===== config.mk =====
export PLATFORM = sky130hd
export DESIGN_NAME = alu_arbiter
export DESIGN_NICKNAME = d
export VERILOG_FILES = /design/src/rtl/alu_arbiter.sv
export SDC_FILE = /design/constraint.sdc
export NUM_CORES = 1
export LEC_CHECK = 0
export BUFFER_PORTS_ARGS = -buffer_cell sky130_fd_sc_hd__buf_2
export CAP_MARGIN = 20
export CORE_MARGIN = 3
export CORE_UTILIZATION = 58
export DETAILED_ROUTE_END_ITERATION = 16
export PLACE_DENSITY = 0.89
export SLEW_MARGIN = 20
export SYNTH_ARGS = -nofsm -noshare
export SYNTH_HDL_FRONTEND = slang
export SYNTH_SLANG_ARGS = --single-unit
export TNS_END_PERCENT = 50

===== constraint.sdc =====
create_clock -name clk -period 7.2 [get_ports clk]
set_input_delay 1.08 -clock clk [delete_from_list [all_inputs] [get_ports clk]]
set_output_delay 1.08 -clock clk [all_outputs]
set_load 0.01 [all_outputs]

===== src/rtl/alu_arbiter.sv =====
// Two-requester round-robin front end for one shared ALU.
// One-deep response register with valid/ready backpressure.
module alu #(
  parameter int N = 32
) (
  input  logic [2:0]   op,
  input  logic [N-1:0] a,
  input  logic [N-1:0] b,
  output logic [N-1:0] result,
  output logic         zero,
  output logic         err
);

  always_comb begin
    result = '0;
    err    = 1'b0;
    unique case (op)
      3'b000: result = a & b;
      3'b001: result = a | b;
      3'b010: result = a + b;
      3'b011: err    = 1'b1;
      3'b100: result = a & ~b;
      3'b101: result = a | ~b;
      3'b110: result = a - b;
      3'b111: result = (a < b) ? '1 : '0;
    endcase
  end

  assign zero = (result == '0);

endmodule

module alu_arbiter #(
  parameter int N = 32
) (
  input  logic         clk,
  input  logic         rst_n,
  input  logic         req0_valid,
  input  logic [2:0]   req0_op,
  input  logic [N-1:0] req0_a,
  input  logic [N-1:0] req0_b,
  output logic         req0_ready,
  input  logic         req1_valid,
  input  logic [2:0]   req1_op,
  input  logic [N-1:0] req1_a,
  input  logic [N-1:0] req1_b,
  output logic         req1_ready,
  output logic         rsp_valid,
  input  logic         rsp_ready,
  output logic [N-1:0] rsp_result,
  output logic         rsp_zero,
  output logic         rsp_id,
  output logic         rsp_err
);

  typedef enum logic {
    EMPTY = 1'b0,
    FULL  = 1'b1
  } state_t;

  state_t       state;
  logic         prio;
  logic         can_accept;
  logic         g0;
  logic         g1;
  logic         grant;
  logic [2:0]   alu_op;
  logic [N-1:0] alu_a;
  logic [N-1:0] alu_b;
  logic [N-1:0] alu_result;
  logic         alu_zero;
  logic         alu_err;

  assign can_accept = rst_n &&
                      (state == EMPTY || rsp_ready);

  // Ready looks only at the other port's valid.
  assign req0_ready = can_accept &&
                      (!prio || !req1_valid);
  assign req1_ready = can_accept &&
                      (prio || !req0_valid);

  assign g0    = req0_ready && req0_valid;
  assign g1    = req1_ready && req1_valid;
  assign grant = g0 || g1;

  assign alu_op = g1 ? req1_op : req0_op;
  assign alu_a  = g1 ? req1_a  : req0_a;
  assign alu_b  = g1 ? req1_b  : req0_b;

  alu #(.N(N)) u_alu (
    .op     (alu_op),
    .a      (alu_a),
    .b      (alu_b),
    .result (alu_result),
    .zero   (alu_zero),
    .err    (alu_err)
  );

  always_ff @(posedge clk or negedge rst_n) begin
    if (!rst_n) begin
      state      <= EMPTY;
      prio       <= 1'b0;
      rsp_result <= '0;
      rsp_zero   <= 1'b0;
      rsp_id     <= 1'b0;
      rsp_err    <= 1'b0;
    end else if (grant) begin
      state      <= FULL;
      prio       <= g0;
      rsp_result <= alu_result;
      rsp_zero   <= alu_zero;
      rsp_id     <= g1;
      rsp_err    <= alu_err;
    end else if (rsp_ready) begin
      state <= EMPTY;
    end
  end

  assign rsp_valid = (state == FULL);

endmodule


======== After elaboration in Yosys (flattened, before gate mapping) ========
Cells that the tools add are included.
operators by class
  add/subtract/negate cells ............... 2
  order comparisons ....................... 1
  equality and inequality tests ........... 7
  muxes and demuxes ....................... 8
  bitwise logic cells ..................... 6
  reductions and logical operators ........ 15
operator list
  cell                                                              number
  32-bit one-hot mux with 7 select lines                            1
  32-bit 2-to-1 mux                                                 3
  32-bit AND                                                        2
  32-bit bitwise OR                                                 2
  32-bit adder                                                      1
  32-bit logical NOT                                                1
  32-bit less-than comparator                                       1
  32-bit inverter                                                   1
  32-bit subtractor                                                 1
  3-bit == test (second input constant)                             4
  3-bit by 2-bit == test with 1-bit output (second input constant)  2
  1-bit logical AND                                                 5
  1-bit logical OR                                                  4
  3-bit by 1-bit == test with 1-bit output (second input constant)  1
  1-bit logical NOT                                                 3
  3-bit logical NOT                                                 1
  1-bit 2-to-1 mux                                                  3
  3-bit 2-to-1 mux                                                  1
  2-bit nonzero test                                                1
  1-bit inverter                                                    1
storage, ports and cells
  bits in registers ....................... 37
  input port bits ......................... 139
  output and inout port bits .............. 38
  word-level logic and storage cells ...... 45

======== Longest topological paths before layout ========
  depth in word-level cells ............... 10
  gate-level depth with buffers ........... 27
  mapped depth without buffers ............ 20

======== By module ========
From an unflattened synthesis, not the netlist that was laid out.
second synthesis, totals
  cell total of the unflattened synthesis .. 1025
  area total of the unflattened synthesis .. 7900.1 um^2
modules (own cells, without submodules)
  module       times used  cells an instance  area each (um^2)  seq. area each (um^2)
  alu          1           864                5522.8            0.0
  alu_arbiter  1           161                2377.3            925.9

======== Worst setup path before layout ========
No wires, ideal clock.
  kind .................................... input to register
  from .................................... input req1_valid
  to ...................................... register rsp_zero
  setup time .............................. 0.104 ns
  arrival ................................. 6.977 ns
  required time ........................... 7.096 ns
  setup slack ............................. 0.120 ns
  cell stages on the path ................. 25
  buffers on the path ..................... 8
  path through ............................ buf_4 -> inv_2 -> nor4_4 -> buf_2 -> buf_2 -> buf_4 -> buf_2 -> buf_1 -> clkbuf_1 -> clkbuf_1 -> nand2_1 -> nand2_1 -> ha_1 -> o21a_1 -> a2111oi_1 -> o31ai_2 -> a2111oi_4 -> o21ai_2 -> a221oi_4 -> nand4_1 -> nor4_1 -> nand4_1 -> nor4_1 -> nand4_1 -> o41ai_2
on the way
  longest elaborated chain between the ends .. 6
  elaborated cells between the ends (all ways) .. 27
  classes of those cells .................. 2 x add/sub; 1 x order compare; 6 x eq/ne; 5 x mux; 5 x bitwise; 8 x reduce/logical
ends and longest elaborated chain
  what                                                                   RTL line    text
  start: declaration                                                     43          input logic req1_valid,
  1-bit logical AND                                                      84          assign g1 = req1_ready && req1_valid;
  32-bit 2-to-1 mux (on tied branches)                                   88, 89
  32-bit less-than comparator / 32-bit inverter (equally long branches)  25, 22, 23
  32-bit 2-to-1 mux, or another cell as far along                        25          3'b111: result = (a < b) ? '1 : '0;
  32-bit one-hot mux with 7 select lines                                 17          unique case (op)
  32-bit logical NOT                                                     29          assign zero = (result == '0);
  end signal: assignment                                                 112         rsp_zero <= alu_zero;
  end: declaration                                                       51          output logic rsp_zero,
Several ways; a longest one is shown, not always the timed one.
A chain may end at the register's enable or synchronous reset.

======== Worst setup path in the final report ========
  from .................................... input rst_n
  to ...................................... register rsp_zero
on the way
  longest elaborated chain between the ends .. 8
  elaborated cells between the ends (all ways) .. 27
  classes of those cells .................. 2 x add/sub; 1 x order compare; 6 x eq/ne; 5 x mux; 5 x bitwise; 8 x reduce/logical
ends and longest elaborated chain
  what                                                                   RTL line    text
  start: declaration                                                     37          input logic rst_n,
  1-bit logical AND (*)                                                  74          assign can_accept = rst_n &&
  1-bit logical AND                                                      80          assign req1_ready = can_accept &&
  1-bit logical AND                                                      84
  32-bit 2-to-1 mux (on tied branches)                                   88, 89
  32-bit less-than comparator / 32-bit inverter (equally long branches)  25, 22, 23
  32-bit 2-to-1 mux, or another cell as far along                        25
  32-bit one-hot mux with 7 select lines                                 17
  32-bit logical NOT                                                     29
Mark *: on every way between the ends. The rest lies on a longest branch, timed or not.

==> summary.md <==
| Metric | Value |
|---|---|
| Status | `finished, final reports clean` |
| Die Area | `16,700 um^2` |
| Diodes inserted | `0` |
| Clock-pin slew on the worst setup and hold paths | `around 0.050 ns` |
| CTS root buffer | `clkbuf_16` |
| Number of synthesized flops with an enable pin | `0` |
| Layout cells sized above 1 | `0.199` |
| Crit-path max FO | `80` |
| Min-Delay Endpoint | `rsp_result[22]` |
| Final wirelength | `31,400 um` |
| Remaining DRCs | `0` |
| Reg2Reg Setup Slack | `1.22 ns` |
| Top routing layer in use | `met4` |
| Antenna violations before repair | `0` |
| Final hold violations | `0` |
| Final Skew | `0.00311 ns` |
| Reg2reg path depth | `17` |
| Total number of vias | `10,500` |
| Post_cts resized | `0` |
| Post-synth top flop | `dfrtp_1` |
| Chip width | `~130 um` |
| Max-slew violations | `0` |
| Final WS setup | `0.708 ns` |
| Critical path startpoint category | `primary input` |
| RePlAce Congestion | `1.02` |
| Place WS | `a little over 0.5 ns` |
| Routed length on met2 | `14,000 um` |
| Synthesized area | `8810 um^2` |
| Area leader, netlist | `dfrtp_1` |
| Setup TNS | `0 ns` |
| Core ar. | `14,700 um^2` |
| Final ANT Viol Nets | `0` |
| Endpoints failing setup | `0` |
| Worst vdd ir | `0.147 mV` |
| Row cnt | `44` |
| YS warnings | `0` |
| Crit. End Element | `flip-flop` |
| DR vias/cell | `6.62` |
| Clk buf depth | `2` |
| Worst-Margin Slew | `slightly above 0.9 ns` |
| Relative slew slack | `0.379` |
| Yosys reg bits | `37` |
| 1st-pass router iterations | `7` |
| Detailed Place HPWL | `24,300 um` |
| Max Freq | `0.154 GHz` |
| Fin nets | `~1,600` |
| Synth cell types | `84` |
| Synth area leaders | `dfrtp_1 11%, nand2_1 8.6%, mux2i_1 5.9%` |
| Worst hold start | `rsp_result[22]` |
| Clock insertion delay at the later pin of the skew report | `~0.28 ns` |
| Die height | `129 um` |
| Max Cap Viol | `0` |
| Gr usage total | `0.358` |
| Crit Reg-Reg Startpoint | `prio` |
| Clock buffer count from CTS | `5` |
| Seq/Total Area, Yosys | `0.105` |
| Hold buffers post-CTS | `0` |
| Largest net degree at the start of global routing | `81` |
| Top cells by count, synth | `202 x nand2_1, 103 x nor2_1, 72 x a21oi_1, 60 x o21ai_0, 59 x xor2_1` |
| Fin crit period | `between 6 and 7 ns` |
| Crit Path Class | `in -> reg` |
| Met3 WL | `3140 um` |
| Count leader, synth | `nand2_1` |
| WL met1 | `13,200 um` |
| Cell Pwr Density | `173 nW/um^2` |
| Syn_nets | `1,437` |
| Fin cells | `1,579` |
| Required @ worst endpoint | `7.38 ns` |
| Dpl cells | `roughly 1,600` |
| Async set-reset flop share out of synthesis | `1.00` |
| Final worst-path cycle share | `0.902` |
| Post-CTS Setup Inserts | `0` |
| Yosys top cell area share | `0.105` |
| Clk sink count | `37` |
| Area Growth Syn to Fin | `13.8%` |
| Hold Slack | `0.478 ns` |
| Aggregate global routing overflow | `0` |
| Hold Path Depth | `2` |
| RSZ-0062 raised after global routing | `no` |
| # port buffers | `176` |
| Routed WL per cell | `between 15 and 20 um` |
| Vias in the first global route | `9,297` |
| Worst R2R End | `rsp_zero` |
| CTS H-tree depth | `2` |
| CP arrival | `6.67 ns` |
| Layout fillers | `1,298` |
| Worst hold path class | `reg -> reg` |
| Design Power | `1.73 mW` |
| Iter 0 DRT Violations | `1,153` |
| CTS tree | `yes` |
| I/O Pins | `177` |
| Leak Pwr | `4.56 nW` |
| Initial Utilization | `0.599` |
| First-pass GRT wire length | `48,800 um` |
| Mapped Cells | `1,258` |
| Syn_area_per_cell | `7.00 um^2` |
## cells by family (layout without fill, tap and decap cells)
kind of cell | Yosys count | in the layout | synth area share
simple gates | 493 | 493 | 0.263
buf+inv | 125 | 262 | 0.0577
fa+ha+maj | 87 | 87 | 0.111
compound gates | 339 | 339 | 0.270
flops | 37 | 37 | 0.105
xor+xnor | 96 | 96 | 0.0955
mux | 81 | 81 | 0.0975
## metrics by stage
step	area, um^2	utilization
3_5_place_dp	9850	0.670
5_1_grt	10000	0.682
3_3_place_gp	9850	0.670
2_1_floorplan	8810	-
4_1_cts	10000	0.682
6_report	10000	0.682
## power by group
group          internal [mW]  switching (mW)
sequential             0.266          0.0347
clock                  0.173          0.0819
combinational          0.451           0.727
total                  0.890           0.844
## sequential cells by signal, indices dropped and copies added (netlist names)
name,cells
prio,1
rsp_err,1
rsp_id,1
rsp_result,32
rsp_valid,1
rsp_zero,1
## area by class of cell
cell class                 count  area (um^2)  area share
clock inverter                 1         30.0     0.00300
tap                          184          230      0.0230
timing repair buffer         202         1090       0.109
clock buffer                   7          143      0.0142
sequential                    37          926      0.0924
inverter                      52          195      0.0195
multi-input combinational   1096         7410       0.739
## worst max-delay path by stage
stage,start,to,slack [ns],cells after the start
4_1_cts,rst_n,rsp_zero,0.75,22
2_1_floorplan,req1_valid,rsp_zero,0.12,25
3_5_place_dp,rst_n,rsp_zero,0.51,22
5_1_grt,rst_n,rsp_zero,0.22,22
6_report,rst_n,rsp_zero,0.71,22
3_3_place_gp,rst_n,rsp_zero,0.66,22
## metal layers
layer  vias to the layer above  track usage
met5                         -            0
li1                       4866            -
met4                         0        0.109
met3                       102       0.0433
met2                       683        0.574
met1                      4809        0.502
## critical path: stages
cell and delay [ns]:
buf_2 0.18, inv_2 0.09, nor4_4 0.36, buf_12 0.32, nand2_1 0.09, nand2_1 0.11
ha_1 0.28, inv_1 0.08, ha_1 0.22, o211ai_1 0.17, a2111oi_2 0.53, o31ai_2 0.23
a2111oi_4 0.46, o21ai_2 0.18, a221oi_4 0.53, buf_4 0.31, nand2_1 0.07, nor4_1 0.27
nand4_1 0.13, nor4_1 0.48, nand4_1 0.18, o41ai_2 0.29
## placed cells by master, fill, tap and decap left out, types with 16 or more instances in the layout
cell	netlist	routed
nor2_1	103	102
a21o_1	19	19
mux2i_1	52	50
maj3_1	47	47
nand2b_1	32	32
inv_1	50	50
nor3_1	29	29
a211oi_1	16	16
buf_2	13	176
buf_4	4	25
xor2_1	59	59
o211ai_1	20	20
o21ai_0	60	59
a21oi_1	72	71
dfrtp_1	37	37
ha_1	39	39
nor2b_1	18	18
nand3_1	27	27
mux2_2	28	28
xnor2_1	37	37
nand2_1	202	202
a31oi_1	27	27
Power figures use the tool's default switching activity.
